File: config.mk
export PLATFORM = sky130hd
export DESIGN_NAME = vga_random_pixel
export DESIGN_NICKNAME = d
export VERILOG_FILES = /design/src/rtl/vga_random_pixel.sv
export SDC_FILE = /design/constraint.sdc
export NUM_CORES = 1
export LEC_CHECK = 0
export BUFFER_PORTS_ARGS = -buffer_cell sky130_fd_sc_hd__buf_2
export CORE_MARGIN = 5
export CORE_UTILIZATION = 37
export DETAILED_ROUTE_END_ITERATION = 7
export PLACE_DENSITY = 0.55
export SYNTH_ARGS = -nofsm -noshare
export SYNTH_HDL_FRONTEND = slang
export SYNTH_SLANG_ARGS = --single-unit
File: constraint.sdc
create_clock -name clk -period 5.02 [get_ports clk]
set_clock_uncertainty 0.05 [all_clocks]
set_input_delay 1.004 -clock clk [delete_from_list [all_inputs] [get_ports clk]]
set_output_delay 1.004 -clock clk [all_outputs]
set_load 0.02 [all_outputs]
File: src/rtl/vga_random_pixel.sv
// Random-tile pixel stage behind a VGA sync generator: one LFSR colour per
// tile, each line of a tile row replayed from a saved seed, sync delayed 1 clk.
module vga_random_pixel #(
    parameter int          TILE_SHIFT = 3,
    parameter int          COLOR_BITS = 3,
    parameter logic [15:0] SEED       = 16'hACE1
) (
    input  logic                  clk,
    input  logic                  reset,
    input  logic                  hsync_in,
    input  logic                  vsync_in,
    input  logic                  display_on,
    input  logic [9:0]            hpos,
    input  logic [9:0]            vpos,
    input  logic                  animate,
    output logic                  hsync,
    output logic                  vsync,
    output logic [COLOR_BITS-1:0] rgb,
    output logic [7:0]            frame_count
);

    // An all-zero LFSR state would lock up, so a zero seed is remapped.
    localparam logic [15:0]           SEED_INIT = (SEED == 16'h0000) ? 16'h0001 : SEED;
    localparam logic [TILE_SHIFT-1:0] TILE_LAST = '1;

    function automatic logic [15:0] lfsr_next(input logic [15:0] s);
        return (s >> 1) ^ (s[0] ? 16'hB400 : 16'h0000);
    endfunction

    logic [15:0] lfsr;
    logic [15:0] row_seed;
    logic [15:0] frame_seed;
    logic [15:0] cur;
    logic        frame_start;
    logic        line_start;
    logic        new_row;
    logic        tile_end;

    always_comb begin
        frame_start = (hpos == 10'd0) && (vpos == 10'd0);
        line_start  = (hpos == 10'd0);
        new_row     = line_start && (vpos[TILE_SHIFT-1:0] == '0);
        tile_end    = display_on && (hpos[TILE_SHIFT-1:0] == TILE_LAST);
        // NOTE: the if/else chain ends in a plain else, so cur is assigned on every path and no latch is inferred.
        if (frame_start)     cur = frame_seed;
        else if (new_row)    cur = lfsr;
        else if (line_start) cur = row_seed;
        else                 cur = lfsr;
    end

    // NOTE: all state here uses non-blocking assignments so every register samples pre-edge values together.
    always_ff @(posedge clk) begin
        if (reset) begin
            hsync       <= 1'b0;
            vsync       <= 1'b0;
            rgb         <= '0;
            frame_count <= 8'd0;
            lfsr        <= SEED_INIT;
            row_seed    <= SEED_INIT;
            frame_seed  <= SEED_INIT;
        end else begin
            hsync <= hsync_in;
            vsync <= vsync_in;
            rgb   <= display_on ? cur[COLOR_BITS-1:0] : '0;
            lfsr  <= tile_end ? lfsr_next(cur) : cur;
            if (new_row)
                row_seed <= cur;
            if (frame_start) begin
                frame_count <= frame_count + 8'd1;
                if (animate)
                    frame_seed <= lfsr_next(frame_seed);
            end
        end
    end

endmodule

Word-level counts from Yosys, hierarchy flattened --
Cells that the tools add are included. Widths: inputs -> output; s select.
Operators by class: reduce and logical (&&, ||, !) cells 8, bitwise gates (word level) 3, multiplexer cells 6, add/sub/neg operators 1, equality and inequality tests 1
Operators with widths (number):
- $mux 16 | 6
- $xor 15x16->16 | 2
- $logic_not 10->1 | 2
- $add 8x1->8 const B | 1
- $eq 3x3->1 const B | 1
- $logic_and 1x1->1 | 3
- $logic_not 3->1 | 1
- $reduce_and 2->1 | 1
- $reduce_or 2->1 | 1
- $not 1->1 | 1
Storage, ports and cells: output and inout bits 13, logic and storage cells 26, bits in registers 61

Longest topological paths before layout --
Gate-level depths: netlist of the first run.
depth in word-level cells 7, mapped depth 8, mapped depth without buffers 5

Worst setup path before layout of the first run --
OpenSTA, ideal clock, no wires.
kind input-to-reg, start input hpos[5], end register lfsr[12], path slack 2.197 ns, cell stages on the path 6, data arrival time 2.682 ns, cells stage by stage or4_4 > buf_6 > o41ai_4 > o221ai_2 > a211o_1 > a311oi_1
On the way: longest elaborated chain between the ends 7
RTL lines:
- start, declared | RTL line 13 | input logic [9:0] hpos,
- $logic_not 10->1 * | RTL line 40, 41
- $mux 16 / $logic_and 1x1->1 (equally long branches) | RTL line 47, 42
- $mux 16 | RTL line 46 | else if (new_row) cur = lfsr;
- $mux 16 * | RTL line 45 | if (frame_start) cur = frame_seed;
- $mux 16 | RTL line 27 | return (s >> 1) ^ (s[0] ? 16'hB400 : 16'h0000);
- $xor 15x16->16 | RTL line 27
- $mux 16 * | RTL line 65 | lfsr <= tile_end ? lfsr_next(cur) : cur;
- end signal, assigned | RTL line 65
- end, declared | RTL line 30 | logic [15:0] lfsr;
Every way passes the cells marked *; elsewhere a longest branch is shown, timed or not. A chain may end at the register's enable or synchronous reset.

Final worst setup path of the first run --
start input hpos[0], end register frame_seed[13]
On the way: longest elaborated chain between the ends 3
RTL lines:
- $logic_not 10->1 | RTL line 40 | frame_start = (hpos == 10'd0) && (vpos == 10'd0);
- $logic_and 1x1->1 | RTL line 40
- $reduce_and 2->1 (no source line)
- end signal, assigned | RTL line 71 | frame_seed <= lfsr_next(frame_seed);
- end, declared | RTL line 32 | logic [15:0] frame_seed;
No other way between the ends.

==> impl_metrics.env, run 1 <==
export IMPL_layout_drive_gt1_share_pct=17.8
export IMPL_rows=32
export IMPL_cts_sinks=61
export IMPL_cts_inserted_buffers=9
export IMPL_min_period_over_period_pct=64.3
export IMPL_power_leakage_uw=0.00122
export IMPL_worstPathCellList="buf_2, or4_1, nor4_4, buf_4, nand3_1, nand2_1, o211ai_1"
export IMPL_ioPinCount=39
export IMPL_syn_nets=381
export IMPL_wl_per_cell_um=15.7
export IMPL_clk_pin_slew_worst_paths_ns=0.07
export IMPL_crit_type="input pin to flip-flop"
export IMPL_relSlewSlack_pct=41.5
export IMPL_post_cts_resized=0
export IMPL_drt_total_wl_um=7570
export IMPL_grtUsageTotal_pct=16.0
export IMPL_dr_pass1_iters=4
export IMPL_finalNonFillerCells=483
export IMPL_max_slew_worst_pin_slew_ns=0.875
export IMPL_hold_violations=0
export IMPL_yosys_warnings=0
export IMPL_period_minus_slack_ns=3.23
export IMPL_ys_seq_elements=61
export IMPL_via_count=2699
export IMPL_initial_core_util_pct=38.0
export IMPL_cts_root_buffer="clkbuf_8"
export IMPL_status="finished, final reports clean"
export IMPL_holdBufCountCts=0
export IMPL_cp_start_kind="input pin"
export IMPL_synth_cells=354
export IMPL_grt_max_degree=51
export IMPL_dp_cells=467
export IMPL_seqCellArea_um2=1220
export IMPL_synth_flop_cell="dfxtp_1"
export IMPL_clock_latency_ns=0.34
export IMPL_fmax_ghz=0.310
export IMPL_die_x_um=98.8
export IMPL_r2r_cells=3
export IMPL_syn_avg_cell_area_um2=8.25
export IMPL_globalplace_congestion=0.742
export IMPL_portBuffers=38
export IMPL_cts_setup_buffers=0
export IMPL_power_total_uw=928
export IMPL_area_growth_pct=13.5
export IMPL_fin_ws_ns=1.79
export IMPL_synth_edff_count=0
export IMPL_diodes=0
export IMPL_place_ws_ns=1.42
export IMPL_yosysSeqAreaShare_pct=41.8
export IMPL_antenna_found_initial=0
export IMPL_routed_via_density=5.59
export IMPL_slowest_stage="or4_1"
export IMPL_drc=0
export IMPL_die_y_um=98.8
export IMPL_crit_fanout=23
export IMPL_cpPeakStageDelay_ns=0.87
export IMPL_tns_ns=0
export IMPL_grt_setup_unrepaired="no"
export IMPL_end_kind="flip-flop"
export IMPL_ant_nets=0
export IMPL_synth_cell_types=40
export IMPL_synthArstFlopShare_pct=0
export IMPL_required_ns=5.15
export IMPL_place_hpwl_um=4780
export IMPL_final_nets=403
export IMPL_syn_area_um2=2920
export IMPL_setup_viol=0
export IMPL_grt_pass1_wl_um=12400
export IMPL_arrival_ns=3.36
export IMPL_clock_path_buffers=2
export IMPL_hold_path_class="flip-flop to flip-flop"
export IMPL_multi_input_comb_area_um2=1510
export IMPL_cts_htree_levels=3
export IMPL_fillers=826
export IMPL_fin_util_pct=43.1
export IMPL_hold_depth=2
export IMPL_slew_violations=0
export IMPL_core_area_um2=7690
export IMPL_peakVddDrop_mv=0.151
export IMPL_drt_initial_drc_count=120
export IMPL_die_area_um2=9770
export IMPL_p_per_area_nw_per_um2=280
export IMPL_cts_tree="built"
export IMPL_cap_violations=0
export IMPL_first_global_vias=2508
export IMPL_globalRouteOverflowTotal=0
-- critical path, delay by kind of cell --
| family | cells | cell delay [ns] |
|---|---|---|
| compound gates | 1 | 0.10 |
| buf+inv | 2 | 0.43 |
| simple gates | 4 | 1.81 |
-- routing by layer --
layer / track usage, % / share of wire [%]
met5: 0 / 0
met4: 4.41 / 0.89
met3: 4.67 / 4.1
met2: 26.1 / 49
met1: 20.7 / 46
-- stage by stage --
step	cell area [um2]	hold slack [ns]
2_1_floorplan	2920	0.386
5_1_grt	3310	0.431
6_report	3310	0.405
3_3_place_gp	3140	0.393
3_5_place_dp	3140	0.398
4_1_cts	3310	0.409
-- cells in the mapped netlist, types with 6 or more instances --
master / number / area [um2]
a21oi_1: 25 / 125
or3_1: 18 / 113
o221ai_1: 13 / 114
nor2_1: 14 / 52.6
o41ai_1: 13 / 114
nand2_1: 45 / 169
xnor2_1: 7 / 61.3
nand3_1: 50 / 250
dfxtp_1: 61 / 1220
o211ai_1: 16 / 120
clkbuf_1: 25 / 93.8
inv_1: 16 / 60.1
nor4_1: 6 / 37.5
-- report_power, final --
part	switching, uW	leakage, uW	total (uW)	internal [uW]
registers	1.17	0.000494	489	488
clock network	207	0.0000774	386	179
logic	34.0	0.000647	52.7	18.7
total	242	0.00122	928	686
-- state kept, by name (all words and copies together) (netlist names) --
name         count
frame_count      8
frame_seed      16
hsync            1
lfsr            16
rgb              3
row_seed        16
vsync            1
-- logic make-up (layout without fill, tap and decap cells) --
group	after synthesis	count (layout)	synth area share, %
multiplexers	2	2	0.729
AO/OA/AOI/OAI	82	82	21.5
adder cells (fa/ha/maj)	1	1	0.429
AND/OR/NAND/NOR	153	153	26.6
flip-flops	61	61	41.8
XOR/XNOR	8	8	2.40
buffers and inverters	47	74	6.52
-- area by class of cell --
| class | count | share of cell area [%] |
|---|---|---|
| Clock buffer | 9 | 3.74 |
| Timing Repair Buffer | 42 | 6.65 |
| Tap cell | 102 | 3.85 |
| Sequential cell | 61 | 36.9 |
| Multi-Input combinational cell | 246 | 45.5 |
| Inverter | 16 | 1.81 |
| Clock inverter | 7 | 1.59 |
-- placed cells by master (no fill, tap or decap), drive strengths merged, types with 2 or more instances in the layout --
| cell | instances |
|---|---|
| a211o | 3 |
| a21oi | 25 |
| a32oi | 2 |
| buf | 42 |
| clkbuf | 9 |
| clkinv | 3 |
| clkinvlp | 4 |
| dfxtp | 61 |
| inv | 16 |
| nand2 | 45 |
| nand3 | 50 |
| nand4 | 5 |
| nor2 | 14 |
| nor2b | 2 |
| nor3 | 5 |
| nor4 | 7 |
| o211ai | 16 |
| o21ai | 3 |
| o221ai | 14 |
| o41ai | 14 |
| or2 | 2 |
| or3 | 18 |
| or4 | 2 |
| xnor2 | 7 |
-- path summary, 6_finish.rpt --
check	from	to	slack, ns
worst min register to register	row_seed[9]	row_seed[9]	0.41
worst max register to register	frame_seed[0]	lfsr[12]	3.47
worst max-delay path	hpos[0]	frame_seed[13]	1.79
worst min-delay path	row_seed[9]	row_seed[9]	0.41
Note: power is estimated with default switching activity, not from simulation.
==> run 2: changes to the inputs <==
Clock period 5.02 ns to 3.2 ns, I/O delays scaled along.
==> impl_metrics.env, run 2 (same netlist as run 1, synthesis figures left out) <==
export IMPL_place_ws_ns=0.366
export IMPL_relSlewSlack_pct=42.2
export IMPL_post_cts_resized=0
export IMPL_cts_tree="built"
export IMPL_cts_htree_levels=3
export IMPL_tns_ns=0
export IMPL_mostFrequentLayoutCell="dfxtp_1"
export IMPL_wl_per_cell_um=15.3
export IMPL_ant_nets=0
export IMPL_fillers=812
export IMPL_rows=32
export IMPL_grt_max_degree=51
export IMPL_hold_violations=0
export IMPL_area_growth_pct=16.3
export IMPL_layout_drive_gt1_share_pct=18.7
export IMPL_die_y_um=98.8
export IMPL_required_ns=3.40
export IMPL_cts_setup_buffers=0
export IMPL_cts_root_buffer="clkbuf_8"
export IMPL_cts_sinks=61
export IMPL_peakVddDrop_mv=0.221
export IMPL_dr_pass1_iters=4
export IMPL_period_minus_slack_ns=2.50
export IMPL_ioPinCount=39
export IMPL_final_cell_mix="dfxtp_1, nand3_1, nand2_1, buf_2, a21oi_1"
export IMPL_cap_violations=0
export IMPL_hold_path_class="flip-flop to flip-flop"
export IMPL_r2r_end="lfsr[12]"
export IMPL_clk_pin_slew_worst_paths_ns=0.06
export IMPL_min_period_over_period_pct=78.0
export IMPL_cp_start_kind="input pin"
export IMPL_r2r_cells=3
export IMPL_die_area_um2=9770
export IMPL_grt_setup_unrepaired="no"
export IMPL_min_to="row_seed[12]"
export IMPL_initial_core_util_pct=38.0
export IMPL_fin_util_pct=44.2
export IMPL_p_per_area_nw_per_um2=474
export IMPL_place_hpwl_um=4890
export IMPL_clock_latency_ns=0.34
export IMPL_cpPeakStageDelay_ns=0.67
export IMPL_slowest_stage="or4_4"
export IMPL_globalplace_congestion=0.744
export IMPL_max_slew_worst_pin_slew_ns=0.865
export IMPL_grtUsageTotal_pct=15.8
export IMPL_power_total_uw=1610
export IMPL_slew_violations=0
export IMPL_power_leakage_uw=0.00127
export IMPL_hold_start="row_seed[12]"
export IMPL_setup_viol=0
export IMPL_arrival_ns=2.70
export IMPL_grt_pass1_wl_um=12400
export IMPL_fmax_ghz=0.401
export IMPL_routed_via_density=5.57
export IMPL_r2r_start="frame_seed[0]"
export IMPL_crit_fanout=17
export IMPL_rrSetupSlack_ns=1.65
export IMPL_core_area_um2=7690
export IMPL_top_regs="frame_seed (16), lfsr (16), row_seed (16)"
export IMPL_first_global_vias=2545
export IMPL_drc=0
export IMPL_crit_type="input pin to flip-flop"
export IMPL_drt_total_wl_um=7490
export IMPL_drt_initial_drc_count=160
export IMPL_worstPathCellList="buf_2, or4_4, o41ai_1, o221ai_1, a211o_1, a32oi_1"
export IMPL_clock_path_buffers=2
export IMPL_fin_ws_ns=0.705
export IMPL_diodes=0
export IMPL_antenna_found_initial=0
export IMPL_portBuffers=38
export IMPL_final_nets=409
export IMPL_cts_inserted_buffers=9
export IMPL_status="finished, final reports clean"
export IMPL_via_count=2719
export IMPL_end_kind="flip-flop"
export IMPL_globalRouteOverflowTotal=0
export IMPL_hold_depth=2
export IMPL_die_x_um=98.8
export IMPL_holdBufCountCts=0
run 2: layout make-up:
cell class	count	area [um2]	area share, %
multi-input combinational	246	1510	44.4
sequential	61	1220	36.0
timing repair buffer	48	265	7.81
clock buffer	11	141	4.16
tap	102	128	3.76
clock inverter	4	72.6	2.14
inverter	16	60.1	1.77
run 2: power breakdown:
group / internal (uW) / switching (uW)
logic: 30.6 / 53.6
registers: 766 / 2.16
clock network: 455 / 304
run 2: worst max path at each step:
stage / startpoint / end / slack [ns] / cells past startpoint
5_1_grt: hpos[0] / lfsr[12] / 0.60 / 7
2_1_floorplan: hpos[5] / lfsr[12] / 0.74 / 6
6_report: hpos[5] / lfsr[10] / 0.70 / 6
3_5_place_dp: hpos[5] / lfsr[10] / 0.37 / 6
3_3_place_gp: hpos[5] / lfsr[10] / 0.35 / 6
4_1_cts: hpos[5] / frame_count[4] / 0.72 / 6
run 2: through the flow:
step | cell area [um2] | hold WS, ns | std cells
final | 3400 | 0.406 | 488
after global routing | 3400 | 0.426 | 488
after CTS | 3400 | 0.409 | 488
after detailed placement | 3180 | 0.400 | 473
after global placement | 3180 | 0.395 | 473
after floorplan | 2920 | 0.386 | 354
run 2: layer usage:
metal	wire length (um)	part of all wire (%)	up-vias	track usage, %
met2	3460	46	74	24.1
met5	0	0	-	0
li1	-	-	1362	-
met3	348	4.6	13	3.75
met4	122	1.6	0	6.93
met1	3560	48	1270	21.2
run 2: critical path: cells and delay by family:
kind | cells | cell delay [ns]
AO/OA/AOI/OAI | 4 | 1.28
AND/OR/NAND/NOR | 1 | 0.67
buffers and inverters | 1 | 0.10
==> run 3: changes to the inputs <==
Settings changed: PLACE_DENSITY 0.55 to 0.57.
Clock period 3.2 ns to 2.2 ns, I/O delays scaled along.
==> impl_metrics.env, run 3 (same netlist as run 1, synthesis figures left out) <==
export IMPL_status="finished, final reports clean"
export IMPL_first_global_vias=2677
export IMPL_globalplace_congestion=0.852
export IMPL_arrival_ns=2.29
export IMPL_area_growth_pct=28.3
export IMPL_via_count=2789
export IMPL_max_slew_worst_pin_slew_ns=0.380
export IMPL_core_area_um2=7690
export IMPL_drc=0
export IMPL_hold_path_class="input pin to flip-flop"
export IMPL_p_clk_share_pct=49.0
export IMPL_end_kind="flip-flop"
export IMPL_cap_violations=0
export IMPL_crit_type="input pin to flip-flop"
export IMPL_die_x_um=98.8
export IMPL_power_leakage_uw=0.00148
export IMPL_min_period_over_period_pct=94.8
export IMPL_peakVddDrop_mv=0.446
export IMPL_clock_latency_ns=0.34
export IMPL_cts_htree_levels=3
export IMPL_slew_violations=0
export IMPL_routed_via_density=5.31
export IMPL_rrSetupSlack_ns=0.69
export IMPL_portBuffers=38
export IMPL_hold_violations=0
export IMPL_layout_drive_gt1_share_pct=26.5
export IMPL_grt_setup_unrepaired="no"
export IMPL_globalRouteOverflowTotal=0
export IMPL_period_minus_slack_ns=2.09
export IMPL_initial_core_util_pct=38.0
export IMPL_grt_pass1_wl_um=13400
export IMPL_setup_viol=0
export IMPL_place_hpwl_um=5660
export IMPL_cp_start_kind="input pin"
export IMPL_rows=32
export IMPL_mostFrequentLayoutCell="dfxtp_1"
export IMPL_final_cell_mix="dfxtp_1, nand3_1, nand2_1, buf_4, buf_2"
export IMPL_cts_setup_buffers=0
export IMPL_clock_path_buffers=2
export IMPL_grtUsageTotal_pct=16.9
export IMPL_cts_sinks=61
export IMPL_r2r_cells=3
export IMPL_seq_power_share_pct=45.4
export IMPL_antenna_found_initial=0
export IMPL_die_y_um=98.8
export IMPL_p_per_area_nw_per_um2=657
export IMPL_p_sw_share_pct=21.5
export IMPL_p_sw_uw=530
export IMPL_ant_nets=0
export IMPL_cts_root_buffer="clkbuf_8"
export IMPL_power_frac_comb_pct=5.6
export IMPL_die_area_um2=9770
export IMPL_relSlewSlack_pct=74.6
export IMPL_drt_initial_drc_count=152
export IMPL_whs_ns=0.260
export IMPL_required_ns=2.40
export IMPL_wl_per_cell_um=14.9
export IMPL_finalNonFillerCells=525
export IMPL_drt_total_wl_um=7810
export IMPL_grt_max_degree=24
export IMPL_internal_power_uw=1930
export IMPL_cts_tree="built"
export IMPL_crit_fanout=6
export IMPL_diodes=0
export IMPL_dr_pass1_iters=4
export IMPL_fmax_ghz=0.479
export IMPL_final_nets=445
export IMPL_hold_depth=2
export IMPL_cts_inserted_buffers=9
export IMPL_dp_cells=509
export IMPL_clk_pin_slew_worst_paths_ns=0.07
export IMPL_ioPinCount=39
export IMPL_top_regs="frame_seed (16), lfsr (16), row_seed (16)"
run 3: cell count changes in the layout (fill, tap and decap cells not counted), sizes merged:
cell      change
buf          +36
clkinvlp      -1
clkbuf        +2
run 3: path summary, 6_finish.rpt:
kind / startpoint / to
hold / removal: vsync_in / vsync
setup / recovery: hpos[0] / lfsr[12]
hold reg to reg: row_seed[1] / row_seed[1]
setup reg to reg: frame_seed[0] / lfsr[12]
run 3: repair_timing:
| action | in CTS | in global routing |
|---|---|---|
| hold buffers | 0 | 0 |
| resized for setup | 0 | 1 |
| setup endpoints to repair | 0 | 1 |
run 3: area by class of cell:
| class | instances | area, um2 |
|---|---|---|
| Clock inverter | 3 | 65.1 |
| Timing Repair Buffer | 84 | 577 |
| Multi-Input combinational cell | 246 | 1520 |
| Tap cell | 102 | 128 |
| Inverter | 16 | 60.1 |
| Clock buffer | 13 | 179 |
| Fill cell | 768 | 3940 |
| Sequential cell | 61 | 1220 |
run 3: critical path, cell delays in order:
cell and delay (ns):
buf_2 0.11, or4_4 0.61, buf_4 0.19, o41a_1 0.33, a221oi_2 0.25, o211ai_1 0.12
a311oi_1 0.24
run 3: per-layer routing:
metal  vias up  GRT usage [%]  wire, um
met4         0           3.26        51
li1       1441              -         -
met2        43           27.6      3800
met3         4           4.46       329
met5         -              0         0
met1      1301           22.7      3630
run 3: power by group through the flow:
stage | clock network, uW | logic (uW) | registers [uW]
3_3_place_gp | 0 | 138 | 1140
2_1_floorplan | 0 | 71.8 | 1150
4_1_cts | 1230 | 139 | 1120
6_report | 1210 | 139 | 1120
5_1_grt | 1280 | 153 | 1120
3_5_place_dp | 0 | 139 | 1140
run 3: per-stage QoR:
stage	setup TNS (ns)	util (%)	worst slack [ns]	cell area, um2	total power, uW
after floorplan	-0.0370	-	-0.0250	2940	1220
after global placement	-5.67	45.5	-0.209	3500	1280
after detailed placement	-6.02	45.5	-0.222	3500	1280
after CTS	0	48.7	0.132	3740	2490
after global routing	0	48.7	0.0156	3750	2550
final	0	48.7	0.113	3750	2460
